### src/rtl/led_pulse_pkg.sv
// Shared constants for the LED pulse generator: FSM state encodings and
// default parameter values used by led_pulse_gen and tick_div.
package led_pulse_pkg;

    localparam int unsigned DIV_DEF       = 4;
    localparam int unsigned ON_TICKS_DEF  = 2;
    localparam int unsigned OFF_TICKS_DEF = 1;
    localparam int unsigned PEND_W_DEF    = 2;

    // State encoding (IDLE / ON / GAP)
    localparam logic [1:0] ST_IDLE = 2'd0;
    localparam logic [1:0] ST_ON   = 2'd1;
    localparam logic [1:0] ST_GAP  = 2'd2;

endpackage

### src/rtl/tick_div.sv
// Slow-tick divider: counts 0..DIV-1 and flags the last count as a tick.
// Ports:
//   clk  - clock
//   rst  - asynchronous active-high reset
//   clr  - synchronous clear of the count back to 0
//   tick - high for the one cycle the count equals DIV-1
module tick_div
    import led_pulse_pkg::*;
#(
    parameter int unsigned DIV = DIV_DEF
) (
    input  logic clk,
    input  logic rst,
    input  logic clr,
    output logic tick
);

    localparam int unsigned CW = (DIV > 2) ? $clog2(DIV) : 1;

    logic [CW-1:0] cnt;

    // Free-running modulo-DIV count, restartable by clr
    always_ff @(posedge clk or posedge rst) begin
        if (rst) begin
            cnt <= '0;
        end else if (clr || (cnt == CW'(DIV - 1))) begin
            cnt <= '0;
        end else begin
            cnt <= cnt + CW'(1);
        end
    end

    assign tick = (cnt == CW'(DIV - 1));

endmodule

### src/rtl/led_pulse_gen.sv
// Stretches single-cycle event strobes into human-visible LED pulses with a
// forced gap between pulses; events arriving during a pulse are queued.
// Ports:
//   clk     - clock
//   rst     - asynchronous active-high reset
//   ev_in   - event strobe, one event per high cycle
//   ovf_clr - synchronous clear of ovf
//   led     - registered LED drive, high while in ON
//   busy    - registered, high while a pulse is active or events are queued
//   pending - queued events not yet started
//   ovf     - sticky flag, set when an event is dropped on a full queue
module led_pulse_gen
    import led_pulse_pkg::*;
#(
    parameter int unsigned DIV       = DIV_DEF,
    parameter int unsigned ON_TICKS  = ON_TICKS_DEF,
    parameter int unsigned OFF_TICKS = OFF_TICKS_DEF,
    parameter int unsigned PEND_W    = PEND_W_DEF
) (
    input  logic              clk,
    input  logic              rst,
    input  logic              ev_in,
    input  logic              ovf_clr,
    output logic              led,
    output logic              busy,
    output logic [PEND_W-1:0] pending,
    output logic              ovf
);

    localparam int unsigned MAX_T = (ON_TICKS > OFF_TICKS) ? ON_TICKS : OFF_TICKS;
    localparam int unsigned PH_W  = $clog2(MAX_T + 1);
    localparam logic [PEND_W-1:0] PEND_MAX = '1;

    logic [1:0]        state, state_nxt;
    logic [PH_W-1:0]   phase, phase_nxt;
    logic [PEND_W-1:0] pending_nxt;
    logic              ovf_nxt;
    logic              tick;
    logic              div_clr;
    logic              deq;
    logic              drop;

    tick_div #(.DIV(DIV)) u_tick_div (
        .clk  (clk),
        .rst  (rst),
        .clr  (div_clr),
        .tick (tick)
    );

    // State, queue and output registers
    always_ff @(posedge clk or posedge rst) begin
        if (rst) begin
            state   <= ST_IDLE;
            phase   <= '0;
            pending <= '0;
            ovf     <= 1'b0;
            led     <= 1'b0;
            busy    <= 1'b0;
        end else begin
            state   <= state_nxt;
            phase   <= phase_nxt;
            pending <= pending_nxt;
            ovf     <= ovf_nxt;
            led     <= (state_nxt == ST_ON);
            busy    <= (state_nxt != ST_IDLE) || (pending_nxt != '0);
        end
    end

    // Next-state, dequeue and queue accounting
    always_comb begin
        state_nxt   = state;
        phase_nxt   = phase;
        deq         = 1'b0;
        div_clr     = 1'b0;
        drop        = 1'b0;
        pending_nxt = pending;
        ovf_nxt     = ovf;

        case (state)
            ST_IDLE: begin
                // Divider parked at 0 so the first ON tick is a full period away
                div_clr = 1'b1;
                if (pending != '0) begin
                    deq       = 1'b1;
                    state_nxt = ST_ON;
                    phase_nxt = '0;
                end
            end
            ST_ON: begin
                if (tick) begin
                    if (phase == PH_W'(ON_TICKS - 1)) begin
                        state_nxt = ST_GAP;
                        phase_nxt = '0;
                    end else begin
                        phase_nxt = phase + PH_W'(1);
                    end
                end
            end
            ST_GAP: begin
                if (tick) begin
                    if (phase == PH_W'(OFF_TICKS - 1)) begin
                        phase_nxt = '0;
                        if (pending != '0) begin
                            deq       = 1'b1;
                            div_clr   = 1'b1;
                            state_nxt = ST_ON;
                        end else begin
                            state_nxt = ST_IDLE;
                        end
                    end else begin
                        phase_nxt = phase + PH_W'(1);
                    end
                end
            end
            default: begin
                state_nxt = ST_IDLE;
                phase_nxt = '0;
            end
        endcase

        // An event and a dequeue in the same cycle cancel out, even when full
        if (ev_in && !deq) begin
            if (pending != PEND_MAX) begin
                pending_nxt = pending + PEND_W'(1);
            end else begin
                drop = 1'b1;
            end
        end else if (!ev_in && deq) begin
            pending_nxt = pending - PEND_W'(1);
        end

        // A drop in the same cycle as a clear keeps the flag set
        if (drop) begin
            ovf_nxt = 1'b1;
        end else if (ovf_clr) begin
            ovf_nxt = 1'b0;
        end
    end

endmodule

### config.mk
export PLATFORM = sky130hd
export DESIGN_NAME = led_pulse_gen
export DESIGN_NICKNAME = d
export VERILOG_FILES = /design/src/rtl/led_pulse_pkg.sv /design/src/rtl/tick_div.sv /design/src/rtl/led_pulse_gen.sv
export SDC_FILE = /design/constraint.sdc
export NUM_CORES = 1
export LEC_CHECK = 0
export ABC_AREA = 1
export CORE_MARGIN = 2
export CORE_UTILIZATION = 40
export DETAILED_ROUTE_END_ITERATION = 6
export PLACE_DENSITY = 0.72
export SLEW_MARGIN = 20
export SYNTH_ARGS = -nofsm -noshare
export SYNTH_HDL_FRONTEND = slang
export SYNTH_SLANG_ARGS = --single-unit
### constraint.sdc
create_clock -name clk -period 1.5 [get_ports clk]
set_clock_uncertainty 0.2 [all_clocks]
set_input_delay 0.3 -clock clk [delete_from_list [all_inputs] [get_ports clk]]
set_output_delay 0.3 -clock clk [all_outputs]
set_load 0.005 [all_outputs]
* Yosys cells after proc, flatten, opt, wreduce, memory -nomap -nowiden
Cells that the tools add are included.
** Storage, ports and cells
- Input bits :: 4
- Register bits after elaboration :: 11
- Word-level logic and storage cells :: 59
** Operators by class
- Mux-type cells :: 26
- Eq/ne operators :: 9
- Reductions and logical operators :: 13
- Add/subtract/negate cells :: 4
** Operators with widths (count)
- 2-bit two-way mux :: 14
- 2-bit case mux with 3 select lines :: 2
- 1-bit two-way mux :: 8
- 2-bit inequality test (second input constant) :: 4
- 2-bit nonzero test :: 4
- 2-bit by 1-bit adder with 2-bit output (second input constant) :: 3
- 2-bit by 1-bit equality test with 1-bit output (second input constant) :: 3
- 2-bit equality test (second input constant) :: 2
- 2-bit zero test :: 2
- 1-bit case mux with 2 select lines :: 2
- 3-bit AND reduction :: 1
- 1-bit logical AND :: 2
- 1-bit zero test :: 2
- 1-bit logical OR :: 2
- 2-bit by 1-bit subtractor with 2-bit output (second input constant) :: 1

* Logic depth before layout (Yosys ltp)
Gate-level depths: netlist (run 1).
- Word-level depth :: 10
- Mapped depth :: 11

* Hierarchy
Synthesis (run 1) repeated with hierarchy kept, for this count alone.
** Unflattened totals
- Cell total of the unflattened synthesis :: 95
- Area, all modules :: 760.7 sq um
** Modules (own cells, without submodules)
- led_pulse_gen :: instances 1, area each 671.9 sq um, cells each 85, seq. area each 225.2 sq um
- tick_div :: instances 1, area each 88.8 sq um, cells each 10, seq. area each 50.0 sq um

* Least setup slack after synthesis (run 1)
No wires, ideal clock.
- Path type :: register to register
- From :: register state[0]
- To :: register busy
- Data required time :: 1174 ps
- Buffers on the path :: 0
- Library setup time :: 126 ps
- Data arrival time :: 1267 ps
- Period minus slack after synthesis :: 1594 ps
- Stages on the path, launching flop included :: 12
- Path slack :: -94 ps
- Path through :: dfrtp_1 > inv_1 > ha_1 > inv_2 > nor2_2 > nand2_2 > nand2_4 > nand2_2 > nand2_1 > nor2_1 > nor2_2 > nand3_1
** Between the ends
- Longest elaborated chain between the ends :: 7
** Ends and longest elaborated chain
- from (decl) :: line led_pulse_gen.sv:34 : logic [1:0] state, state_nxt;
- from (signal assigned) :: line led_pulse_gen.sv:60 : state <= state_nxt;
- 2-bit equality test / 2-bit zero test (equally long branches) :: line led_pulse_gen.sv:79 : case (state)
- 1-bit case mux with 2 select lines :: line led_pulse_gen.sv:79
- 1-bit logical AND / 1-bit zero test (equally long branches) :: line led_pulse_gen.sv:128, led_pulse_gen.sv:122
- 2-bit two-way mux / 1-bit logical AND (equally long branches) :: line led_pulse_gen.sv:128, led_pulse_gen.sv:122
- 2-bit two-way mux :: line led_pulse_gen.sv:122 : if (ev_in && !deq) begin
- 2-bit nonzero test :: line led_pulse_gen.sv:65 : busy <= (state_nxt != ST_IDLE) || (pending_nxt != '0);
- 1-bit logical OR * :: line led_pulse_gen.sv:65
- to (signal assigned) :: line led_pulse_gen.sv:65
- to (decl) :: line led_pulse_gen.sv:25 : output logic busy,
Every way passes the cells marked *; elsewhere a longest branch is shown, timed or not.
A chain may end at the register's enable or synchronous reset.

* Worst setup path in the final report (run 1)
- From :: register state[0]
- To :: register phase[1]
** Between the ends
- Longest elaborated chain between the ends :: 3
** Ends and longest elaborated chain
- 2-bit by 1-bit equality test with 1-bit output, or another cell as far along :: line led_pulse_gen.sv:79
- 2-bit inequality test (no source line)
- 3-bit AND reduction (no source line)
- to (signal assigned) :: line led_pulse_gen.sv:61 : phase <= phase_nxt;
- to (decl) :: line led_pulse_gen.sv:35 : logic [PH_W-1:0] phase, phase_nxt;
Several ways; a longest one is shown, not always the timed one.

==> results.toml, run 1 <==
[floorplan]
initial_core_util = 0.425
dieWidth_um = 46.9
die_area_um2 = 2190
num_rows = 15
ios = 9
core_area_um2 = 1730
die_h_um = 46.9

[hold_path]
hold_class = "in2async"

[routing]
drc_errors = 0
drt_iter0_drc = 8
via_count = 692
drt_pass1_iterations = 4
routed_via_density = 4.74
postRouteAntennaNets = 0
wl_per_cell_um = 12.9
wirelength_um = 1880

[power]
irDropWorstVdd_mv = 1.12
power_density_nw_per_um2 = 1960
p_leak_nw = 0.572

[synth]
synth_seq_cells = 11
yosysSeqAreaShare = 0.375
netlist_area_um2 = 734
synthCells = 89
ys_warn_count = 0
synth_area_per_cell_um2 = 8.25
synth_nets = 105
ys_types = 18

[clocking]
htreeDepth = 1
cts_root_buf = "clkbuf_4"
cts_tree = "yes"
insertion_delay_ps = 260
cts_buffers = 3
cts_buffer_depth = 2
ctsHoldBuffers = 0
clock-sinks = 11
cts.clk_slew.worst_paths_ps = 70

[sta]
final.min_clock_period_ps = 1670
finalWorstSetupSlack_ps = -170
tightestPinTransition_ps = 423
hold_viol_final = 0
slew_headroom = 0.718
finalSetupViolations = 7
final-max-slew-violation-count = 0
fmax_mhz = 599
finalSetupTns_ps = -691
rsz0062_at_grt = "yes"
finalCritPeriodShare = 1.11

[grt]
gr-usage-met2 = 0.321
gr-usage-all-layers = 0.172
groute.layer.met1.usage = 0.204
grt_pass1_wl_um = 2660
busiest_layer = "met2"
grt_overflow = 0
met3_usage = 0.0115
grt_antenna_before_repair = 0
grt_pass1_vias = 672
grt_max_degree = 12

[job]
drv_cap = 0

[placement]
place_inst = 137
dp_hpwl_um = 1170
gp_congestion = 0.772
place_ws_ps = -146
portBuffers = 8

[layout]
fin_cells = 146
post-route-util = 0.667
drive_gt1_frac = 0.521
syn2layout_area_growth_pct = 56.7
num-nets-final = 138
n_antenna_cell = 0

[critical_path]
endpoint_kind = "flop"
crit_arrival_ps = 1650
criticalPathCategory = "reg2reg"
cp-start-kind = "flop"
critPathMaxFanout = 4
worstPathRequired_ps = 1480

[status]
failed_checks = "setup timing"
outcome = "complete, but fails checks"
## flip-flops by register name (all words and copies together), names as in the netlist
signal          cells
u_tick_div.cnt      2
phase               2
led                 1
pending             2
busy                1
state               2
ovf                 1
## cell type report
class,instances,area (µm²)
Inverter,20,77.6
Multi-Input combinational cell,58,500
Fill cell,143,576
Tap cell,25,31.3
Clock buffer,4,26.3
Sequential cell,11,277
Timing Repair Buffer,28,239
## cell usage after synthesis
library cell  instances  area share
inv_1                18       0.092
nor3b_1               1       0.010
a21oi_1               3       0.020
a22o_2                1       0.014
nand3b_1              1       0.010
nor3_1                2       0.014
dfrtp_1              11        0.37
nand2_2               3       0.026
nand2_4               1       0.015
o22ai_1               1      0.0085
inv_2                 2       0.010
nor2_2                3       0.026
nor2_1                4       0.020
nand4_1               1      0.0085
ha_1                 12        0.20
nand2_1              14       0.072
nand3_1               6       0.041
o21ai_0               5       0.034
## cells by family (layout without fill, tap and decap cells)
| group | after synthesis | count (layout) | synth area share |
|---|---|---|---|
| DFF | 11 | 11 | 0.375 |
| buffers and inverters | 20 | 52 | 0.102 |
| AOI/OAI and AO/OA | 10 | 10 | 0.0767 |
| and+or+nand+nor | 36 | 36 | 0.242 |
| adders and majority gates | 12 | 12 | 0.204 |
## timing repair
item	in CTS	in global routing
resized for setup	25	23
buffers inserted	2	4
pin swaps	8	10
endpoints found under the setup margin	13	11
## layer usage
metal	routed length, µm	vias to the layer above
met1	725	329
met4	27	0
li1	-	345
met2	1070	14
met3	55	4
met5	0	-
## power by group
group / internal [mW] / switching (mW) / total (mW)
Clock: 0.103 / 0.0900 / 0.193
Combinational: 0.782 / 0.794 / 1.58
Sequential: 0.421 / 0.0615 / 0.482
Total: 1.31 / 0.946 / 2.25
## worst paths after layout
path	startpoint	to	slack, ps	cells after the start
max	state[0]	phase[1]	-170	8
min	rst	state[0]	140	2
max reg2reg	state[0]	phase[1]	-170	8
min reg2reg	ovf	ovf	330	2
max in group asynchronous	rst	state[1]	640	2
min in group clk	ovf	ovf	330	2
## metrics by stage
stage               instance area (µm²)  hold slack (ps)  power [mW]
floorplan                           742            -47.6        1.12
global placement                    966              302        1.62
detailed placement                  966              312        1.66
CTS                                1060              144        1.98
global route                       1150              180        2.43
finish                             1150              141        2.25
## cell usage in the layout (no fill, tap or decap)
cell,count
buf_4,18
inv_1,11
dfrtp_1,10
inv_2,8
nand2_2,8
nand2_1,7
ha_1,6
nand3_1,5
nor2_2,4
ha_4,4
o21ai_1,3
nand2_4,3
clkbuf_4,3
clkdlybuf4s50_1,3
dlygate4sd2_1,3
nor2_4,2
a21oi_2,2
nor3_1,2
ha_2,2
buf_6,2
a22o_2,1
nand3_2,1
inv_4,1
o21ai_2,1
nand3b_1,1
nand4_1,1
nor3b_1,1
nor2_1,1
o21ai_0,1
a21oi_1,1
o22ai_1,1
clkbuf_1,1
clkbuf_2,1
buf_12,1
dfrtp_2,1
## worst max-delay path: stages, from the launching register on
cell,delay (ps)
dfrtp_1,390
buf_4,150
ha_4,160
inv_1,140
nand2_2,90
o21ai_1,140
buf_4,150
nand3_1,70
o21ai_1,90
Note: power is estimated with default switching activity, not from simulation.
==> run 2, diff against run 1 <==
--- a/config.mk
+++ b/config.mk
@@ -6,6 +6,7 @@
 export NUM_CORES = 1
 export LEC_CHECK = 0
 export ABC_AREA = 1
+export ABC_CLOCK_PERIOD_IN_PS = 1500
 export CORE_MARGIN = 2
 export CORE_UTILIZATION = 40
 export DETAILED_ROUTE_END_ITERATION = 6
==> results of run 2 <==
Same layout as run 1: the final DEF is identical, and so are final timing and power.
